`config.mk`:
```
export PLATFORM = sky130hd
export DESIGN_NAME = irq_aggregator_flat
export DESIGN_NICKNAME = d
export VERILOG_FILES = /design/src/rtl/irq_aggregator_if.sv /design/src/rtl/irq_aggregator.sv /design/src/flat_wrapper.sv
export SDC_FILE = /design/constraint.sdc
export NUM_CORES = 1
export LEC_CHECK = 0
export ABC_AREA = 1
export CAP_MARGIN = 20
export CORE_UTILIZATION = 48
export DETAILED_ROUTE_END_ITERATION = 16
export PLACE_DENSITY = 0.85
export SYNTH_ARGS = -nofsm -noshare
export SYNTH_HDL_FRONTEND = slang
export SYNTH_SLANG_ARGS = --single-unit
```
`constraint.sdc`:
```
create_clock -name clk_i -period 2.1 [get_ports clk_i]
set_clock_uncertainty 0.1 [all_clocks]
set_input_delay 0.42 -clock clk_i [delete_from_list [all_inputs] [get_ports clk_i]]
set_output_delay 0.42 -clock clk_i [all_outputs]
set_load 0.05 [all_outputs]
```
`src/rtl/irq_aggregator_if.sv`:
```
// Interrupt aggregator bus: peripheral lines and mask in, controller handshake both ways.
interface irq_aggregator_if #(
  parameter int unsigned N_SRC = 16
);
  logic [N_SRC-1:0] src_i;
  logic [N_SRC-1:0] src_mask_i;
  logic             irq_take_i;
  logic             irq_ret_i;
  logic             irq_req_o;
  logic [4:0]       irq_id_o;
  logic [N_SRC-1:0] irq_pending_o;
  logic             irq_busy_o;

  modport master (
    output src_i, src_mask_i, irq_take_i, irq_ret_i,
    input  irq_req_o, irq_id_o, irq_pending_o, irq_busy_o
  );

  modport slave (
    input  src_i, src_mask_i, irq_take_i, irq_ret_i,
    output irq_req_o, irq_id_o, irq_pending_o, irq_busy_o
  );
endinterface

```
`src/rtl/irq_aggregator.sv`:
```
// Edge-detecting interrupt aggregator: latches source events as pending bits and
// forwards the lowest-index enabled one to the controller via a req/take/ret handshake.
module irq_aggregator #(
  parameter int unsigned N_SRC = 16
) (
  input  logic               clk_i,
  input  logic               rst_i,
  irq_aggregator_if.slave    bus
);

  typedef enum logic [1:0] {IDLE, REQ, SERVICE} state_t;

  state_t           state_q;
  logic [N_SRC-1:0] src_q;
  logic [N_SRC-1:0] pending_q;
  logic [N_SRC-1:0] pending_d;
  logic [N_SRC-1:0] rise;
  logic [N_SRC-1:0] clr;
  logic [N_SRC-1:0] cand;
  logic [31:0]      mask_ext;
  logic [4:0]       id_q;
  logic [4:0]       sel_id;
  logic             req_q;
  logic             busy_q;
  logic             take_fire;

  // Pending update: new edges are OR'd in after the clear so a coinciding edge survives.
  always_comb begin
    rise      = bus.src_i & ~src_q;
    mask_ext  = 32'(bus.src_mask_i);
    take_fire = (state_q == REQ) && bus.irq_take_i;
    clr       = '0;
    if (take_fire) clr = N_SRC'(32'd1 << id_q);
    pending_d = (pending_q & ~clr) | rise;
    cand      = pending_q & bus.src_mask_i;
    sel_id    = '0;
    for (int i = int'(N_SRC) - 1; i >= 0; i--) begin
      if (cand[i]) sel_id = 5'(i);
    end
  end

  always_ff @(posedge clk_i or posedge rst_i) begin
    if (rst_i) begin
      state_q   <= IDLE;
      src_q     <= '0;
      pending_q <= '0;
      id_q      <= '0;
      req_q     <= 1'b0;
      busy_q    <= 1'b0;
    end else begin
      src_q     <= bus.src_i;
      pending_q <= pending_d;
      case (state_q)
        IDLE: begin
          if (|cand) begin
            id_q    <= sel_id;
            req_q   <= 1'b1;
            state_q <= REQ;
          end
        end
        REQ: begin
          if (bus.irq_take_i) begin
            req_q   <= 1'b0;
            busy_q  <= 1'b1;
            state_q <= SERVICE;
          end else if (!mask_ext[id_q]) begin
            // Source was masked off while waiting: withdraw, keep it pending.
            req_q   <= 1'b0;
            state_q <= IDLE;
          end
        end
        SERVICE: begin
          if (bus.irq_ret_i) begin
            busy_q  <= 1'b0;
            state_q <= IDLE;
          end
        end
        default: begin
          req_q   <= 1'b0;
          busy_q  <= 1'b0;
          state_q <= IDLE;
        end
      endcase
    end
  end

  assign bus.irq_req_o     = req_q;
  assign bus.irq_id_o      = id_q;
  assign bus.irq_pending_o = pending_q;
  assign bus.irq_busy_o    = busy_q;

endmodule
```
`src/flat_wrapper.sv`:
```
// flat-port wrapper written by rule: the top's interface ports become plain ports
module irq_aggregator_flat 
#(
  parameter int unsigned N_SRC = 16
)
  (clk_i, rst_i, bus_src_i, bus_src_mask_i, bus_irq_take_i, bus_irq_ret_i, bus_irq_req_o, bus_irq_id_o, bus_irq_pending_o, bus_irq_busy_o);
  irq_aggregator_if #(.N_SRC(N_SRC)) bus_i ();
  input  logic clk_i;
  input  logic rst_i;
  input wire logic [$bits(bus_i.src_i)-1:0] bus_src_i;
  input wire logic [$bits(bus_i.src_mask_i)-1:0] bus_src_mask_i;
  input wire logic [$bits(bus_i.irq_take_i)-1:0] bus_irq_take_i;
  input wire logic [$bits(bus_i.irq_ret_i)-1:0] bus_irq_ret_i;
  output wire logic [$bits(bus_i.irq_req_o)-1:0] bus_irq_req_o;
  output wire logic [$bits(bus_i.irq_id_o)-1:0] bus_irq_id_o;
  output wire logic [$bits(bus_i.irq_pending_o)-1:0] bus_irq_pending_o;
  output wire logic [$bits(bus_i.irq_busy_o)-1:0] bus_irq_busy_o;
  assign bus_i.src_i = bus_src_i;
  assign bus_i.src_mask_i = bus_src_mask_i;
  assign bus_i.irq_take_i = bus_irq_take_i;
  assign bus_i.irq_ret_i = bus_irq_ret_i;
  assign bus_irq_req_o = bus_i.irq_req_o;
  assign bus_irq_id_o = bus_i.irq_id_o;
  assign bus_irq_pending_o = bus_i.irq_pending_o;
  assign bus_irq_busy_o = bus_i.irq_busy_o;
  irq_aggregator #(.N_SRC(N_SRC)) u_core (.clk_i(clk_i), .rst_i(rst_i), .bus(bus_i));
endmodule
```
* Word-level counts from Yosys, hierarchy flattened *
Cells that the tools add are included.

storage, ports and cells
  bits of input ports = 36
  word-level logic and storage cells = 60
  register bits = 41

cells by class
  bitwise operators = 8
  order comparisons = 1
  muxes and demuxes = 31
  shift-type cells = 1
  reduce and logical (&&, ||, !) cells = 7
  equality and inequality tests = 6

operator list
  operator                                                               number
  4-bit two-way mux                                                      16
  16-bit AND                                                             3
  16-bit inverter                                                        2
  16-bit two-way mux                                                     1
  16-bit bitwise OR                                                      1
  16-bit OR reduction                                                    1
  1-bit by 5-bit << shifter with 16-bit output, first input constant     1
  3-bit AND reduction                                                    3
  2-bit two-way mux                                                      4
  5-bit by 6-bit < comparator with 1-bit output, second input constant   1
  1-bit two-way mux                                                      6
  1-bit one-hot mux with 3 select lines                                  2
  2-bit one-hot mux with 3 select lines                                  1
  1-bit binary-select mux with 5-bit select                              1
  2-bit != test, second input constant                                   2
  3-bit != test, second input constant                                   1
  2-bit by 1-bit equality test with 1-bit output, second input constant  1
  2-bit equality test, second input constant                             1
  2-bit logical NOT                                                      1
  2-bit by 1-bit != test with 1-bit output, second input constant        1
  1-bit inverter                                                         2
  2-bit AND reduction                                                    1
  1-bit logical AND                                                      1

* Logic depth before layout (Yosys ltp) *
  word-level depth = 17
  mapped depth = 18
  mapped depth without buffers = 18

* Worst setup path after synthesis *
OpenSTA, ideal clock, no wires.

  path kind = reg2reg
  start point = register u_core.id_q[1] (netlist: u_core.bus.irq_id_o[1])
  end point = register u_core.req_q (netlist: u_core.bus.irq_req_o)
  library setup time = 0.119 ns
  setup slack = 0.297 ns
  stages on the path, launching flop included = 12
  period minus slack after synthesis = 1.803 ns
  path buffers = 0
  arrival time = 1.584 ns
  cell sequence = dfrtp_1 inv_1 nand2_1 inv_1 a22oi_2 a21oi_1 o21ai_1 o21ai_1 nand2_1 nand2_1 nand2_1 nand2_1

between the ends
  cells in the longest elaborated chain, start to end = 4

RTL lines
  element                                    RTL line              source
  from (decl)                                irq_aggregator.sv:21  logic [4:0] id_q;
  from (signal assigned)                     irq_aggregator.sv:56  id_q <= sel_id;
  1-bit binary-select mux with 5-bit select  irq_aggregator.sv:66  end else if (!mask_ext[id_q]) begin
  1-bit two-way mux (not written as such)    irq_aggregator.sv:66
  3-bit != test (no source line)             --
  3-bit AND reduction (no source line)       --
  to (signal assigned)                       irq_aggregator.sv:63  req_q <= 1'b0;
  to (signal assigned)                       irq_aggregator.sv:68  req_q <= 1'b0;
  to (signal assigned)                       irq_aggregator.sv:79  req_q <= 1'b0;
  to (decl)                                  irq_aggregator.sv:23  logic req_q;

No other way between the ends. The select of a mux whose other input is x is not followed.
A chain may end at the register's enable or synchronous reset.

* Worst setup path in the final report *
  start point = register u_core.pending_q[3] (netlist: u_core.bus.irq_pending_o[3])
  end point = output bus_irq_pending_o[3]

RTL lines
  element                 RTL line              source
  from (decl)             irq_aggregator.sv:15  logic [N_SRC-1:0] pending_q;
  from (signal assigned)  irq_aggregator.sv:52  pending_q <= pending_d;
  to (decl)               flat_wrapper.sv:16    output wire logic [$bits(bus_i.irq_pending_o)-1:0] bus_irq_pending_o;

No word-level cell between the ends.

==> out/results.ini <==
[status]
status = finished clean

[final_layout]
fin_area_um2 = 2500
n_antenna_cell = 0
final_cell_mix = nand2_1, clkdlybuf4s50_1, dfrtp_1, o21ai_0, inv_1
nNetsFinal = 307
syn_to_final_growth_pct = 41.8
finalCoreUtilization = 0.727
drive_gt1_frac = 0.0735
final_common_cell = nand2_1

[synthesis]
syn_area_per_cell_um2 = 8.45
ys_ff_latch = 40
synth_warnings = 0
ys_seq_area_frac = 0.567
netlist_area_um2 = 1770
netlist-cell-type-count = 26
syn_nets = 245
synthCells = 209

[sta]
worst_slew_pin_slew_ns = 0.500
rsz0062_at_grt = no
min_period_ns = 2.04
maxSlewViolCount = 0
fmax_mhz = 490
slew_headroom = 0.665
min_period_over_period = 0.972
worst_hold_slack_ns = 0.319
finalSetupTns_ns = 0
final-setup-viol-count = 0
timing.final.hold_violations = 0

[routing]
drtIter0Drc = 108
ant_nets = 0
avgRoutedWirePerCell_um = 13.3
via_count = 1605
via_per_inst = 5.05
first_pass_iters = 4
drcViolationCount = 0
wirelength_um = 4230

[critical_path]
critPathSlowestCell = clkdlybuf4s50_1
crit_fanout = 3
critPathArrivalTime_ns = 1.52
end_kind = primary output
cp.required_ns = 1.58
worst-setup-path-type = flip-flop to primary output
startpoint_type = flip-flop
r2r-start = u_core.bus.irq_id_o[0]
critPathBufInv = 1
worst_r2r_path_depth = 9
r2r_setup_slack_ns = 0.45
path_delay_family = buffers and inverters
critPathMaxStageDelay_ns = 0.82
cp_cell_sequence = clkdlybuf4s50_1
crit_path_start = u_core.bus.irq_pending_o[3]
r2r-end = u_core.bus.irq_req_o

[die]
start_util = 0.513
die-area_um2 = 3920
pin_count = 59
die_w_um = 62.6
die_h_um = 62.6
num_rows = 21
core_area_um2 = 3440

[power_and_ir_drop]
p_per_area_nw_per_um2 = 1150
vdd_drop_max_uv = 686
p_total_w = 0.00287
p_leak_nw = 1.15

[cts]
clock_latency_ns = 0.29
postCtsHoldBufs = 0
cts-buffers-inserted = 5
cts_tree = built
cts-root-buf = clkbuf_8
clkTransAtPathRegs_ns = 0.08
cts.sinks = 40
h-tree-depth = 2
cts_setup_buffers = 0
cts_resized = 0
cts_max_path_buffers = 2

[place]
hpwl_um = 3090
gp_congestion = 0.908
post_dp_cell_area_um2 = 2380
port_buffers = 57

[grt]
grt_pass1_wl_um = 7080
grt_max_degree = 41
first_global_vias = 1585
gr-total-overflow = 0
antenna_found_initial = 0
grtUsageTotal = 0.240

[hold_path]
min_to = u_core.bus.irq_pending_o[3]
hold_depth = 1
hp-class = flip-flop to flip-flop
min_from = u_core.src_q[3]

[flow_run]
max_cap_viol_count = 0

==> layer usage <==
metal | track usage | up-vias | wire [µm]
met2 | 0.372 | 70 | 1950
met5 | 0 | - | 0
met4 | 0.102 | 0 | 51
li1 | - | 793 | -
met1 | 0.310 | 736 | 1940
met3 | 0.0748 | 6 | 287
==> area by class of cell <==
cell class,count,area (µm²)
fillers,276,938
clock inverters,1,30.0
flip-flops and latches,40,1000
inverters,27,101
multi-input cells,139,647
clock buffers,7,96.3
repair buffers,58,571
well taps,46,57.6
==> sequential cells by signal, indices dropped and copies added (netlist names) <==
register / flops
u_core.bus.irq_busy_o: 1
u_core.bus.irq_id_o: 4
u_core.bus.irq_req_o: 1
u_core.src_q: 16
u_core.state_q: 2
u_core.bus.irq_pending_o: 16
==> cell usage after synthesis (all sizes together) <==
library cell  count  area share
nand2            70        0.15
dfrtp            40        0.57
o21ai            37        0.10
inv              27       0.057
nor2             11       0.025
a21oi             3      0.0085
a22oi             3       0.016
clkbuf            2      0.0050
nand3             2      0.0057
nand4             2      0.0071
o31ai             2      0.0085
or2               2      0.0071
a21o              1      0.0043
a31oi             1      0.0035
a41oi             1      0.0092
buf               1      0.0043
conb              1      0.0021
nor3              1      0.0057
o22ai             1      0.0035
o32a              1      0.0057
==> cells by family after synthesis <==
logic type	after synthesis	share of synthesized area
other cells	1	0.00212
compound gates	50	0.164
buf+inv	30	0.0666
flops	40	0.567
simple gates	88	0.201
==> power by group <==
part           switching (W)  leakage (nW)  internal [W]
Combinational       0.000768         0.650      0.000391
Sequential          0.000137         0.431      0.000898
Clock               0.000260        0.0645      0.000419
Total                0.00116          1.15       0.00171
==> how the worst max path moves through the flow <==
stage | depth (start not counted) | endpoint | slack (ns)
after global placement | 18 | u_core.bus.irq_id_o[0] | 0.05
after CTS | 1 | bus_irq_pending_o[3] | 0.06
final | 1 | bus_irq_pending_o[3] | 0.06
after floorplan | 11 | u_core.bus.irq_req_o | 0.30
after detailed placement | 11 | u_core.bus.irq_id_o[0] | 0.05
after global routing | 1 | bus_irq_pending_o[0] | 0.03
==> stage by stage <==
| step | cells | worst slack [ns] |
|---|---|---|
| 4_1_cts | 318 | 0.0648 |
| 2_1_floorplan | 209 | 0.297 |
| 6_report | 318 | 0.0590 |
| 5_1_grt | 318 | 0.0288 |
| 3_5_place_dp | 310 | 0.0481 |
| 3_3_place_gp | 310 | 0.0478 |
Note: power is estimated with default switching activity, not from simulation.
